===== config.mk =====
export PLATFORM = sky130hd
export DESIGN_NAME = uart_rx_fifo
export DESIGN_NICKNAME = d
export VERILOG_FILES = /design/src/rtl/uart_rx_fifo.sv
export SDC_FILE = /design/constraint.sdc
export NUM_CORES = 1
export LEC_CHECK = 0
export ABC_AREA = 0
export ABC_CLOCK_PERIOD_IN_PS = 3700
export BUFFER_PORTS_ARGS = -buffer_cell sky130_fd_sc_hd__buf_2
export CORE_MARGIN = 3
export CORE_UTILIZATION = 55
export CTS_BUF_LIST = sky130_fd_sc_hd__clkbuf_4 sky130_fd_sc_hd__clkbuf_8 sky130_fd_sc_hd__clkbuf_16
export DETAILED_ROUTE_END_ITERATION = 6
export PLACE_DENSITY = 0.71
export SKIP_LAST_GASP = 1
export SLEW_MARGIN = 15
export SYNTH_ARGS = -nofsm -noshare
export SYNTH_HDL_FRONTEND = slang
export SYNTH_SLANG_ARGS = --single-unit
export TNS_END_PERCENT = 20

===== constraint.sdc =====
create_clock -name clk -period 3.7 [get_ports clk]
set_clock_uncertainty 0.1 [all_clocks]
set_input_delay 0.185 -clock clk [delete_from_list [all_inputs] [get_ports clk]]
set_output_delay 0.185 -clock clk [all_outputs]
set_load 0.03 [all_outputs]

===== src/rtl/uart_rx_fifo.sv =====
// Receive-side word buffer: optional null-word filter in front of a first-word-fall-through
// FIFO, with sticky overflow reporting and registered occupancy status.
module uart_rx_fifo #(
  parameter int          DATA_W    = 8,
  parameter int          DEPTH     = 16,
  parameter int unsigned DROP_NULL = 1
) (
  input  logic                       clk,
  input  logic                       reset,
  input  logic                       in_valid,
  input  logic [DATA_W-1:0]          in_data,
  output logic [DATA_W-1:0]          out_data,
  output logic                       out_valid,
  input  logic                       out_ready,
  output logic [$clog2(DEPTH):0]     count,
  output logic                       full,
  output logic                       empty,
  output logic                       overflow,
  input  logic                       ovf_clr,
  output logic                       null_seen
);

  localparam int AW = $clog2(DEPTH);
  localparam int CW = AW + 1;

  if ((DEPTH < 2) || (DEPTH > 256) || ((DEPTH & (DEPTH - 1)) != 0)) begin : g_bad_depth
    $error("uart_rx_fifo: DEPTH must be a power of two in 2..256");
  end

  logic [DATA_W-1:0] mem [DEPTH];
  logic [AW-1:0]     rd_ptr;
  logic [AW-1:0]     wr_ptr;

  logic          is_null;
  logic          push_req;
  logic          pop;
  logic          push_ok;
  logic          push_rej;
  logic [CW-1:0] count_nxt;

  // NOTE: every signal gets a default at the top of always_comb so no path leaves it unassigned (no latch).
  always_comb begin
    is_null   = (DROP_NULL != 0) && (in_data == '0);
    push_req  = in_valid && !is_null;
    pop       = out_valid && out_ready;
    push_ok   = push_req && (!full || pop);
    push_rej  = push_req && full && !pop;
    count_nxt = count;
    case ({push_ok, pop})
      2'b10:   count_nxt = count + CW'(1);
      2'b01:   count_nxt = count - CW'(1);
      default: count_nxt = count;
    endcase
  end

  // NOTE: the storage array is deliberately not reset; the pointers and count define which entries are live.
  always_ff @(posedge clk) begin
    if (push_ok) begin
      mem[wr_ptr] <= in_data;
    end
  end

  // NOTE: sequential state uses non-blocking assignments so every register samples pre-edge values.
  always_ff @(posedge clk) begin
    if (reset) begin
      rd_ptr    <= '0;
      wr_ptr    <= '0;
      count     <= '0;
      full      <= 1'b0;
      empty     <= 1'b1;
      overflow  <= 1'b0;
      null_seen <= 1'b0;
    end else begin
      if (push_ok) begin
        wr_ptr <= wr_ptr + AW'(1);
      end
      if (pop) begin
        rd_ptr <= rd_ptr + AW'(1);
      end
      count     <= count_nxt;
      full      <= (count_nxt == CW'(DEPTH));
      empty     <= (count_nxt == '0);
      null_seen <= in_valid && is_null;
      // Clear wins over a same-cycle loss so software never misses its acknowledge.
      if (ovf_clr) begin
        overflow <= 1'b0;
      end else if (push_rej) begin
        overflow <= 1'b1;
      end
    end
  end

  assign out_valid = !empty;
  assign out_data  = out_valid ? mem[rd_ptr] : '0;

endmodule


# == Word-level counts from Yosys, hierarchy flattened ==
# Memory sizes are Yosys's and may differ from the RTL's. A register that Yosys moved wholly into a read port is not among the register bits.
# Cells that the tools add are included.
# word_totals
word_cells,35
out_inout_bits,18
reg_bits,17
memories,1
inputBits,13
ramBits,128
# memory_table
name,words,width,rd,rd_clocked_by_memory_dff,wr,line_no,source
mem,16,8,1,1,1,30,logic [DATA_W-1:0] mem [DEPTH];
# classes
mux,6
eq_ne,3
addsub,4
n_reduce_logical,14
# op_table
operator,n
$pmux W5 S2,1
$add A4 B1 Y4 const B,2
$logic_not A8 Y1,1
$mux W4,2
$mux W8,1
$logic_and A1 B1 Y1,6
$add A5 B1 Y5 const B,1
$eq A5 B5 Y1 const B,1
$logic_not A5 Y1,1
$sub A5 B1 Y5 const B,1
$logic_not A1 Y1,4
$eq A2 B1 Y1 const B,1
$eq A2 B2 Y1 const B,1
$mux W1,2
$reduce_or A2 Y1,1
$logic_or A1 B1 Y1,1

# == Longest topological paths before layout ==
# logic_depth
ltp_word,7
ltp_mapped,11
mapped_depth_nobuf,11

# == Worst setup path after synthesis ==
# OpenSTA, ideal clock, no wires.
# synth_timing
path_type,reg2reg
start,register empty
end,register empty
slack_ps,712
synth_period_minus_slack_ps,2988
arrival_ps,2772
setup_ps,116
required_ps,3484
n_path_buf,0
stages_incl_launch_ff,12
cell_sequence,dfxtp_1 nand2b_1 a221oi_2 inv_2 ha_1 xor2_1 ha_1 mux2_2 o21ai_0 nand3_1 xor2_1 a31o_2
# synth_via
elab_chain_len,7
elab_cells_between_ends,8
cone_classes,eq/ne: 2; mux: 1; reduce/logical: 5
# synth_rtl
item,line_no,source
"start, declared",17,"output logic empty,"
"start signal, assigned",82,empty <= (count_nxt == '0);
$logic_not A1 Y1 (*),93,assign out_valid = !empty;
$logic_and A1 B1 Y1 (*),45,pop = out_valid && out_ready;
$logic_or A1 B1 Y1,46,push_ok = push_req && (!full || pop);
$logic_and A1 B1 Y1,46,
$eq A2 B1 Y1 or $eq A2 B2 Y1 (tied branches),49,"case ({push_ok, pop})"
$pmux W5 S2 (*),49,
$logic_not A5 Y1 (*),82,
# Mark *: on every way between the ends. The rest lies on a longest branch, timed or not.
# A chain may end at the register's enable or synchronous reset.

# == Worst setup path in the final report ==
# layout_timing
start,input port in_data[2]
end,register full
# layout_via
elab_chain_len,7
elab_cells_between_ends,8
cone_classes,eq/ne: 3; mux: 1; reduce/logical: 4
# layout_rtl
item,line_no,source
"start, declared",11,"input logic [DATA_W-1:0] in_data,"
$logic_not A8 Y1 (*),43,is_null = (DROP_NULL != 0) && (in_data == '0);
$logic_not A1 Y1 (*),44,push_req = in_valid && !is_null;
$logic_and A1 B1 Y1 (*),44,
$logic_and A1 B1 Y1 (*),46,
$eq A2 B1 Y1 or $eq A2 B2 Y1 (tied branches),49,
$pmux W5 S2 (*),49,
$eq A5 B5 Y1 (*),81,full <= (count_nxt == CW'(DEPTH));
"end signal, assigned",81,
"end, declared",16,"output logic full,"
# Marks and branches as above.

==> flow_summary_export.csv <==
group,metric,value,unit
pwr,ir_worst_vdd,0.326,mV
clock_tree,cts_resized,0,
worst_setup_path,crit_path_end_kind,"flip-flop",
worst_setup_path,cp_num_buf_inv,4,
pwr,cellPowerDensity,585,mW/mm^2
timing,fin_crit,3480,ps
yosys,synthArstFlopShare,0,%
clock_tree,htree_num_levels,4,
detailed_routing,wl_met2,6540,um
place,placed_area,0.00636,sq mm
yosys,ys_types,38,
global_routing,overflow,0,
place,portBuffers,30,
detailed_routing,vias,3094,
flow_run,cap_viol_max_count,0,
yosys,synth_top_area_cell,"edfxtp_1",
floorplan,start_util,57.1,%
clock_tree,clk_pin_slew_worst_paths,60,ps
global_routing,grt_pass1_wl,19300,um
detailed_routing,drtIter0Drc,299,
timing,slew_headroom,51.7,%
pwr,p_leak,2.42,nW
timing,tightest_slew,724,ps
timing,setup_viol,0,
clock_tree,cts_tree,"yes",
floorplan,die_h,110,um
final_layout,n_antenna_cell,0,
yosys,seq_area_frac_synth,71.7,%
timing,fmax,0.288,GHz
place,place.gp.congestion,0.799,
yosys,synth_top_area_share,64.6,%
yosys,synth_nets,338,
worst_setup_path,cpMaxStageDelayCell,"dlygate4sd3_1",
worst_setup_path,crit_fanout,17,
detailed_routing,wirelength,12600,um
timing,final.setup.tns,0,ps
detailed_routing,firstDrtPassIters,4,
worst_setup_path,cp_top_family,"buffers and inverters",
final_layout,post-route-cell-area,0.00709,sq mm
pwr,p_total,4.14,mW
yosys,synth_area_per_cell,18.8,sq um
final_layout,nFillCells,704,
detailed_routing,top_layer,"met4",
yosys,synth_edf_count,128,
final_layout,layout.cells.non_filler,531,
worst_setup_path,crit_type,"in2reg",
final_layout,final_net_count,404,
detailed_routing,ant_nets,0,
detailed_routing,viasPerCell,5.83,
floorplan,placementRows,37,
yosys,yosys_most_used_dff,"edfxtp_1",
clock_tree,clock-sinks,149,
worst_setup_path,crit_path_max_incr_delay,540,ps
detailed_routing,wl_per_cell,23.6,um
final_layout,layout-drive-gt1-share,31.6,%
floorplan,chipWidth,110,um
detailed_routing,wl_met1,4940,um
yosys,synthTopCellsByCount,"edfxtp_1 (128), mux4_2 (40), dfxtp_1 (21), nand2_1 (14), nor2_1 (14)",
clock_tree,cts_setup_buffers,0,
detailed_routing,drc_errors,0,
floorplan,boundaryPins,31,
yosys,syn_inst,317,
yosys,yosysMostFrequentCell,"edfxtp_1",
yosys,netlist_top_cells_area,"edfxtp_1 (65%), mux4_2 (15%), dfxtp_1 (7.1%)",
worst_setup_path,reg2reg_slack,350,ps
clock_tree,root_buffer,"clkbuf_8",
place,hpwlAfterDp,7720,um
timing,grt_setup_unrepaired,"false",
worst_setup_path,critPathArrivalTime,3800,ps
timing,fin_crit_sh,94.0,%
floorplan,fp.dieArea,0.0121,sq mm
global_routing,grt_max_degree,33,
floorplan,coreArea,0.0104,sq mm
hold_path,min_path_type,"in2reg",
yosys,synth_seq_cells,149,
worst_setup_path,required,4020,ps
clock_tree,cts_made_buffers,17,
global_routing,grt_antenna_before_repair,0,
worst_setup_path,rr_endpoint,"full",
run_status,status,"finished, final reports clean",
global_routing,grt_pass1_vias,3291,
worst_setup_path,crit_chain,"dlygate4sd3_1 -> buf_2 -> nor4_1 -> buf_4 -> a221oi_2 -> inv_2 -> ha_1 -> xor2_1 -> ha_1 -> mux2_2 -> o21ai_0 -> nand3_1 -> xor2_1 -> nor4bb_1",
hold_path,hold_path.startpoint,"in_data[5]",
timing,hold_viol,0,
worst_setup_path,r2r_start,"empty",
hold_path,hold_depth,2,
final_layout,area_growth,19.2,%
hold_path,whs_endpoint,"mem[0][5]",
detailed_routing,wl_met3,936,um
place,dp.cells,487,
timing,maxSlewViolCount,0,
worst_setup_path,cp-start-kind,"primary input",
yosys,syn_area,0.00595,sq mm
final_layout,final_core_util,68.0,%
yosys,ys_warn_count,0,
clock_tree,clk_path_buf_depth,2,
worst_setup_path,r2r_cells,11,
global_routing,gr-usage-all-layers,23.2,%
worst_setup_path,crit_cells,14,
clock_tree,clock_latency,510,ps
[how the worst max path moves through the flow]
stage                           from  endpoint
after floorplan                empty     empty
after global placement    in_data[7]      full
after detailed placement  in_data[2]      full
after CTS                 in_data[2]      full
after global routing      in_data[2]      full
final                     in_data[2]      full
[logic make-up after synthesis]
| logic type | count (synthesis) | synth area share, % |
|---|---|---|
| xor gates and xnor gates | 9 | 1.33 |
| DFF | 149 | 71.7 |
| buffers and inverters | 25 | 1.89 |
| muxes | 43 | 15.7 |
| adders and majority gates | 8 | 1.68 |
| AOI/OAI and AO/OA | 17 | 1.96 |
| and+or+nand+nor | 66 | 5.74 |
[registers in the layout, indices dropped and copies added, names as in the netlist, named ones only]
name	count
empty	1
rd_ptr	4
overflow	1
wr_ptr	4
count	5
full	1
null_seen	1
mem	128
[report_power, final]
part / total, mW / internal (mW) / switching (mW)
logic: 0.520 / 0.236 / 0.284
registers: 1.92 / 1.86 / 0.0534
clock network: 1.71 / 1.10 / 0.611
total: 4.14 / 3.20 / 0.948
[per-stage QoR]
step,hold slack (ps),setup WS [ps]
final,39.9,222
after global routing,29.2,19.3
after CTS,10.2,287
after detailed placement,258,324
after global placement,251,546
after floorplan,164,712
[repair_timing]
action	CTS	global route
hold buffers	13	0
endpoints found under the hold margin	110	0
setup endpoints to repair	0	0
[worst register-to-register path: cells and delay by family (launching register included)]
family	cells	cell delay (ps)
adder cells (fa/ha/maj)	2	550
AND/OR/NAND/NOR	3	600
multiplexers	1	350
AO/OA/AOI/OAI	2	760
flip-flops	1	320
buffers and inverters	1	210
XOR/XNOR	2	380
[final cells by class]
class | count | area, sq um | area share (%)
Tap cell | 136 | 170 | 2.40
Clock buffer | 19 | 429 | 6.06
Inverter | 12 | 45.0 | 0.636
Sequential cell | 149 | 4270 | 60.2
Multi-Input combinational cell | 143 | 1590 | 22.5
Clock inverter | 12 | 161 | 2.28
Timing Repair Buffer | 60 | 420 | 5.93
[per-layer routing]
layer | global-route usage (%) | vias up
met3 | 6.76 | 10
met4 | 8.73 | 0
li1 | - | 1397
met5 | 0 | -
met2 | 37.8 | 124
met1 | 29.8 | 1563
[cells in the final DEF, fill, tap and decap left out, drive strengths merged, types with 3 or more instances in the layout]
| master | instances |
|---|---|
| a21oi | 7 |
| and2 | 12 |
| buf | 47 |
| bufinv | 4 |
| clkbuf | 19 |
| clkinv | 8 |
| dfxtp | 21 |
| dlygate4sd3 | 13 |
| edfxtp | 128 |
| ha | 8 |
| inv | 12 |
| mux4 | 40 |
| nand2 | 14 |
| nor2 | 14 |
| nor3 | 7 |
| nor4 | 6 |
| xnor2 | 3 |
| xor2 | 6 |
(Power assumes the default switching activity.)
